--- config.mk ---
export PLATFORM = sky130hd
export DESIGN_NAME = pc_fetch_sequencer_flat
export DESIGN_NICKNAME = d
export VERILOG_FILES = /design/src/rtl/pc_fetch_sequencer_if.sv /design/src/rtl/pc_fetch_sequencer.sv /design/src/flat_wrapper.sv
export SDC_FILE = /design/constraint.sdc
export NUM_CORES = 1
export LEC_CHECK = 0
export CORE_ASPECT_RATIO = 1.5
export CORE_MARGIN = 2
export CORE_UTILIZATION = 44
export DETAILED_ROUTE_END_ITERATION = 10
export PLACE_DENSITY = 0.76
export SYNTH_ARGS = -nofsm -noshare
export SYNTH_HDL_FRONTEND = slang
export SYNTH_SLANG_ARGS = --single-unit
--- constraint.sdc ---
create_clock -name CLK -period 2 [get_ports CLK]
set_input_delay 0.2 -clock CLK [delete_from_list [all_inputs] [get_ports CLK]]
set_output_delay 0.2 -clock CLK [all_outputs]
set_load 0.05 [all_outputs]
--- src/rtl/pc_fetch_sequencer_if.sv ---
// Bundle of the PC command/status bus, the instruction memory port and the
// instruction handshake toward the core, as seen by the fetch sequencer.
interface pc_fetch_sequencer_if;
    logic [7:0]  pc_addr;
    logic [2:0]  pc_flag;
    logic        pc_inc;
    logic        pc_load;
    logic        pc_clear;
    logic [7:0]  pc_offset;
    logic        imem_rd;
    logic [7:0]  imem_addr;
    logic [15:0] imem_data;
    logic        imem_valid;
    logic [15:0] instr;
    logic        instr_valid;
    logic        instr_ready;
    logic        branch_req;
    logic [7:0]  branch_offset;

    modport master (
        input  pc_addr, pc_flag, imem_data, imem_valid,
               instr_ready, branch_req, branch_offset,
        output pc_inc, pc_load, pc_clear, pc_offset,
               imem_rd, imem_addr, instr, instr_valid
    );

    modport slave (
        output pc_addr, pc_flag, imem_data, imem_valid,
               instr_ready, branch_req, branch_offset,
        input  pc_inc, pc_load, pc_clear, pc_offset,
               imem_rd, imem_addr, instr, instr_valid
    );
endinterface

--- src/rtl/pc_fetch_sequencer.sv ---
// Fetch sequencer: clears the PC, fetches at the PC address, hands each
// instruction to the core and advances the PC, cross-checking every update.
module pc_fetch_sequencer #(
    parameter int TIMEOUT = 7
) (
    input  logic                 CLK,
    input  logic                 rst_n,
    input  logic                 start,
    input  logic                 halt,
    pc_fetch_sequencer_if.master bus,
    output logic                 busy,
    output logic                 pc_err,
    output logic [15:0]          retired
);
    localparam int CW = (TIMEOUT < 2) ? 1 : $clog2(TIMEOUT + 1);

    typedef enum logic [2:0] {
        S_IDLE,
        S_CLEAR,
        S_FETCH,
        S_WAIT_MEM,
        S_ISSUE,
        S_CMD,
        S_WAIT_PC
    } state_t;

    state_t        state_reg;
    logic [7:0]    expect_reg;
    logic [7:0]    cur_reg;
    logic          halt_pend_reg;
    logic [CW-1:0] tmo_reg;

    logic          pc_inc_reg;
    logic          pc_load_reg;
    logic          pc_clear_reg;
    logic [7:0]    pc_offset_reg;
    logic          imem_rd_reg;
    logic [7:0]    imem_addr_reg;
    logic [15:0]   instr_reg;
    logic          instr_valid_reg;
    logic          busy_reg;
    logic          pc_err_reg;
    logic [15:0]   retired_reg;

    assign bus.pc_inc      = pc_inc_reg;
    assign bus.pc_load     = pc_load_reg;
    assign bus.pc_clear    = pc_clear_reg;
    assign bus.pc_offset   = pc_offset_reg;
    assign bus.imem_rd     = imem_rd_reg;
    assign bus.imem_addr   = imem_addr_reg;
    assign bus.instr       = instr_reg;
    assign bus.instr_valid = instr_valid_reg;
    assign busy            = busy_reg;
    assign pc_err          = pc_err_reg;
    assign retired         = retired_reg;

    always_ff @(posedge CLK or negedge rst_n) begin
        if (!rst_n) begin
            state_reg       <= S_IDLE;
            expect_reg      <= 8'h00;
            cur_reg         <= 8'h00;
            halt_pend_reg   <= 1'b0;
            tmo_reg         <= '0;
            pc_inc_reg      <= 1'b0;
            pc_load_reg     <= 1'b0;
            pc_clear_reg    <= 1'b0;
            pc_offset_reg   <= 8'h00;
            imem_rd_reg     <= 1'b0;
            imem_addr_reg   <= 8'h00;
            instr_reg       <= 16'h0000;
            instr_valid_reg <= 1'b0;
            busy_reg        <= 1'b0;
            pc_err_reg      <= 1'b0;
            retired_reg     <= 16'h0000;
        end else begin
            // A halt is only remembered while running; it is acted on at the
            // next point where the PC has settled.
            if (halt && state_reg != S_IDLE) begin
                halt_pend_reg <= 1'b1;
            end

            case (state_reg)
                S_IDLE: begin
                    if (start && !pc_err_reg) begin
                        state_reg     <= S_CLEAR;
                        retired_reg   <= 16'h0000;
                        halt_pend_reg <= 1'b0;
                        expect_reg    <= 8'h00;
                        pc_clear_reg  <= 1'b1;
                        busy_reg      <= 1'b1;
                    end
                end

                S_CLEAR: begin
                    pc_clear_reg <= 1'b0;
                    tmo_reg      <= '0;
                    state_reg    <= S_WAIT_PC;
                end

                S_WAIT_PC: begin
                    if (bus.pc_flag == 3'b000) begin
                        if (bus.pc_addr != expect_reg) begin
                            pc_err_reg <= 1'b1;
                            busy_reg   <= 1'b0;
                            state_reg  <= S_IDLE;
                        end else if (halt_pend_reg || halt) begin
                            busy_reg  <= 1'b0;
                            state_reg <= S_IDLE;
                        end else begin
                            imem_rd_reg   <= 1'b1;
                            imem_addr_reg <= bus.pc_addr;
                            cur_reg       <= bus.pc_addr;
                            state_reg     <= S_FETCH;
                        end
                    end else if (tmo_reg == CW'(TIMEOUT - 1)) begin
                        pc_err_reg <= 1'b1;
                        busy_reg   <= 1'b0;
                        state_reg  <= S_IDLE;
                    end else begin
                        tmo_reg <= tmo_reg + CW'(1);
                    end
                end

                S_FETCH: begin
                    imem_rd_reg <= 1'b0;
                    state_reg   <= S_WAIT_MEM;
                end

                S_WAIT_MEM: begin
                    if (bus.imem_valid) begin
                        instr_reg       <= bus.imem_data;
                        instr_valid_reg <= 1'b1;
                        state_reg       <= S_ISSUE;
                    end
                end

                S_ISSUE: begin
                    if (bus.instr_ready) begin
                        retired_reg     <= retired_reg + 16'd1;
                        instr_valid_reg <= 1'b0;
                        state_reg       <= S_CMD;
                        // The PC's relative load lands one short of cur+offset.
                        if (bus.branch_req) begin
                            pc_offset_reg <= bus.branch_offset;
                            expect_reg    <= cur_reg + bus.branch_offset - 8'd1;
                            pc_load_reg   <= 1'b1;
                        end else begin
                            expect_reg <= cur_reg + 8'd1;
                            pc_inc_reg <= 1'b1;
                        end
                    end
                end

                S_CMD: begin
                    pc_inc_reg  <= 1'b0;
                    pc_load_reg <= 1'b0;
                    tmo_reg     <= '0;
                    state_reg   <= S_WAIT_PC;
                end

                default: begin
                    busy_reg  <= 1'b0;
                    state_reg <= S_IDLE;
                end
            endcase
        end
    end
endmodule
--- src/flat_wrapper.sv ---
// flat-port wrapper written by rule: the top's interface ports become plain ports
module pc_fetch_sequencer_flat 
#(
    parameter int TIMEOUT = 7
)
  (CLK, rst_n, start, halt, busy, pc_err, retired, bus_pc_addr, bus_pc_flag, bus_imem_data, bus_imem_valid, bus_instr_ready, bus_branch_req, bus_branch_offset, bus_pc_inc, bus_pc_load, bus_pc_clear, bus_pc_offset, bus_imem_rd, bus_imem_addr, bus_instr, bus_instr_valid);
  pc_fetch_sequencer_if bus_i ();
  input  logic CLK;
  input  logic rst_n;
  input  logic start;
  input  logic halt;
  output logic busy;
  output logic pc_err;
  output logic [15:0] retired;
  input wire logic [$bits(bus_i.pc_addr)-1:0] bus_pc_addr;
  input wire logic [$bits(bus_i.pc_flag)-1:0] bus_pc_flag;
  input wire logic [$bits(bus_i.imem_data)-1:0] bus_imem_data;
  input wire logic [$bits(bus_i.imem_valid)-1:0] bus_imem_valid;
  input wire logic [$bits(bus_i.instr_ready)-1:0] bus_instr_ready;
  input wire logic [$bits(bus_i.branch_req)-1:0] bus_branch_req;
  input wire logic [$bits(bus_i.branch_offset)-1:0] bus_branch_offset;
  output wire logic [$bits(bus_i.pc_inc)-1:0] bus_pc_inc;
  output wire logic [$bits(bus_i.pc_load)-1:0] bus_pc_load;
  output wire logic [$bits(bus_i.pc_clear)-1:0] bus_pc_clear;
  output wire logic [$bits(bus_i.pc_offset)-1:0] bus_pc_offset;
  output wire logic [$bits(bus_i.imem_rd)-1:0] bus_imem_rd;
  output wire logic [$bits(bus_i.imem_addr)-1:0] bus_imem_addr;
  output wire logic [$bits(bus_i.instr)-1:0] bus_instr;
  output wire logic [$bits(bus_i.instr_valid)-1:0] bus_instr_valid;
  assign bus_i.pc_addr = bus_pc_addr;
  assign bus_i.pc_flag = bus_pc_flag;
  assign bus_i.imem_data = bus_imem_data;
  assign bus_i.imem_valid = bus_imem_valid;
  assign bus_i.instr_ready = bus_instr_ready;
  assign bus_i.branch_req = bus_branch_req;
  assign bus_i.branch_offset = bus_branch_offset;
  assign bus_pc_inc = bus_i.pc_inc;
  assign bus_pc_load = bus_i.pc_load;
  assign bus_pc_clear = bus_i.pc_clear;
  assign bus_pc_offset = bus_i.pc_offset;
  assign bus_imem_rd = bus_i.imem_rd;
  assign bus_imem_addr = bus_i.imem_addr;
  assign bus_instr = bus_i.instr;
  assign bus_instr_valid = bus_i.instr_valid;
  pc_fetch_sequencer #(.TIMEOUT(TIMEOUT)) u_core (.CLK(CLK), .rst_n(rst_n), .start(start), .halt(halt), .bus(bus_i), .busy(busy), .pc_err(pc_err), .retired(retired));
endmodule
==> qor.yml <==
sw_frac_of_total_pct: 41.1
cap_viol_max_count: 0
cts_max_level: 3
yosysWarnings: 0
seqPwrFrac_pct: 30.4
async_reset_ff_share_pct: 100
drv_slew: 0
grtUsageTotal_pct: 21.7
synth_edf_count: 0
wirelength_mm: 9.41
vias: 3227
drtPass1Iterations: 4
place_hpwl_mm: 6.89
grt_pass1_wl_mm: 15.7
cts_tree: "done"
place_area_um2: 5080
fin_nets: 556
peakVddDrop_mv: 1.10
fin_cells: 608
clk_path_buf_depth: 2
synth_seq_cells: 70
skew_ps: 5.45
worstMarginPinSlew_ps: 651
setup_viol: 2
worstPathMaxFanout: 2
synthCells: 371
core_area_um2: 8360
drt.antenna.violating_nets: 0
drc_errors: 0
cts_buffers: 9
cp-end-kind: "register"
clockRootBuffer: "clkbuf_16"
placedCellCount: 590
grt_overflow: 0
syn_nets: 431
fin_crit_sh_pct: 105
netlist_area_um2: 3750
cts.clk_slew.worst_paths_ps: 60
avgSynthCellArea_um2: 10.1
rsz0062_at_grt: "true"
gp_congestion: 0.818
switchingPower_mw: 2.94
hp-class: "in2async"
yosys_most_used_dff: "dfrtp_1"
cellPowerDensity_nw_per_um2: 1310
register_area_um2: 1760
min_period_ps: 2110
power_frac_comb_pct: 46.0
grt_max_degree: 71
multiInputGateArea_um2: 1930
timing.final.hold_violations: 0
initial_utilization_pct: 44.8
ys_seq_area_share_pct: 46.7
diodes: 0
power.total_mw: 7.16
worst-setup-path-type: "reg2reg"
drt_iter0_drc: 166
cp_data_required_time_ps: 2250
fin_util_pct: 65.5
fmax_mhz: 474
die_area_um2: 9290
vias_per_cell: 5.31
drive_gt1_share_pct: 22.8
antenna_found_initial: 0
die_y_um: 117
intPower_mw: 4.22
cp.arrival_ps: 2360
clkPwrFrac_pct: 23.6
fin_ws_ps: -110
slew_headroom_pct: 56.4
wl_per_cell_um: 15.5
ios: 97
synth_cell_types: 51
fin_area_um2: 5480
failed_checks: "setup timing"
area_growth_pct: 46.1
clock_latency_ps: 330
port_buffers: 96
timing.setup.tns_ps: -111
nFillCells: 622
leakagePower_nw: 2.40
status: "finished with violations"
placementRows: 41
cp-start-kind: "register"
grt_pass1_vias: 3302
clock-sinks: 70
die_x_um: 79.4
[cell usage after synthesis, types with 5 or more instances]
cell | n | area, um2
dfrtp_1 | 70 | 1750
nand2_1 | 37 | 139
mux2_2 | 25 | 282
xor2_1 | 11 | 96.3
ha_1 | 17 | 213
a21oi_1 | 15 | 75.1
nand4_1 | 5 | 31.3
nor4_1 | 5 | 31.3
clkbuf_1 | 7 | 26.3
xnor2_1 | 16 | 140
inv_1 | 38 | 143
o21ai_0 | 24 | 120
nor2_1 | 19 | 71.3
o31ai_1 | 5 | 37.5
nor3_1 | 8 | 40.0
nand3_1 | 11 | 55.1
[cell families after synthesis]
kind of cell	after synthesis	synth area share (%)
compound gates	73	12.3
xor+xnor	27	6.31
fa+ha+maj	18	6.21
buf+inv	49	5.51
flops	70	46.7
mux	26	7.78
simple gates	108	15.1
[worst max-delay path, stage by stage (launching register included)]
cell and delay [ps]:
dfrtp_2 400, inv_2 70, ha_4 190, inv_2 50, ha_4 120, inv_2 30, fa_2 330, nand2b_4 160
a21oi_4 140, o22ai_2 100, a221o_1 290, o21ai_1 130
[stage by stage]
step           hold WS, ps  setup WS, ps
2_1_floorplan        -95.6          -239
3_3_place_gp           251          -441
3_5_place_dp           261          -477
4_1_cts                450          -126
5_1_grt                471          -199
6_report               421          -110
[worst paths after layout]
check                           cells after the start                           startpoint  slack [ps]                                  end
worst max-delay path                               11        u_core.cur_reg[1]$_DFFE_PN0P_        -110     u_core.expect_reg[7]$_DFFE_PN0P_
worst min-delay path                                3                                rst_n         420  u_core.bus.pc_offset[0]$_DFFE_PN0P_
worst max register to register                     11        u_core.cur_reg[1]$_DFFE_PN0P_        -110     u_core.expect_reg[7]$_DFFE_PN0P_
worst min register to register                      2  u_core.bus.pc_offset[6]$_DFFE_PN0P_         470  u_core.bus.pc_offset[6]$_DFFE_PN0P_
max in group asynchronous                           3                                rst_n        1230        u_core.cur_reg[6]$_DFFE_PN0P_
min in group CLK                                    3                 bus_branch_offset[0]         460  u_core.bus.pc_offset[0]$_DFFE_PN0P_
[area by class of cell]
cell class	instances	area share, %
inverters	38	2.61
well taps	107	2.45
flip-flops and latches	70	32.2
clock buffers	14	5.19
multi-input cells	252	35.2
repair buffers	125	21.7
clock inverters	2	0.686
[layout by cell type, fill, tap and decap left out, drive strengths merged, types with 2 or more instances in the layout]
cell           netlist  layout
a21oi               15      15
nand3               12      12
and4                 3       3
buf                  2      29
o211ai               2       2
o22ai                3       3
nand2b               4       4
nand2               37      37
xnor2               16      16
ha                  17      17
a21o                 3       3
clkbuf               9      14
or3                  3       3
nor4                 7       7
nor3                10      10
xor2                11      11
mux2                25      25
inv                 38      38
o21ai               26      26
dfrtp               70      70
a31oi                4       4
and2                 3       3
nor2                20      20
clkdlybuf4s50        0      95
o31ai                5       5
a32o                 2       2
nand4                6       6
a22o                 4       4
[per-layer routing]
layer | GRT usage [%] | up-vias | part of all wire [%]
met2 | 38.5 | 101 | 52
met5 | 0 | - | 0
met4 | 8.51 | 0 | 1.6
li1 | - | 1544 | -
met3 | 5.37 | 12 | 4.9
met1 | 25.2 | 1570 | 41
[power groups by stage]
stage          clock network [mW]  registers [mW]  logic (mW)
6_report                     1.69            2.17        3.30
5_1_grt                      1.78            2.22        3.52
4_1_cts                      1.72            2.17        3.30
3_5_place_dp                    0            2.19        3.28
3_3_place_gp                    0            2.17        3.22
2_1_floorplan                   0            3.23        1.07
[timing repair]
item | CTS | global route
pin swaps | 5 | 3
buffers inserted | 1 | 0
endpoints found under the hold margin | 70 | 0
gates cloned | 0 | 0
endpoints found under the setup margin | 2 | 3
gates resized for setup | 3 | 9
hold buffers | 1 | 0
No activity file was read; power rests on OpenSTA's default activity.
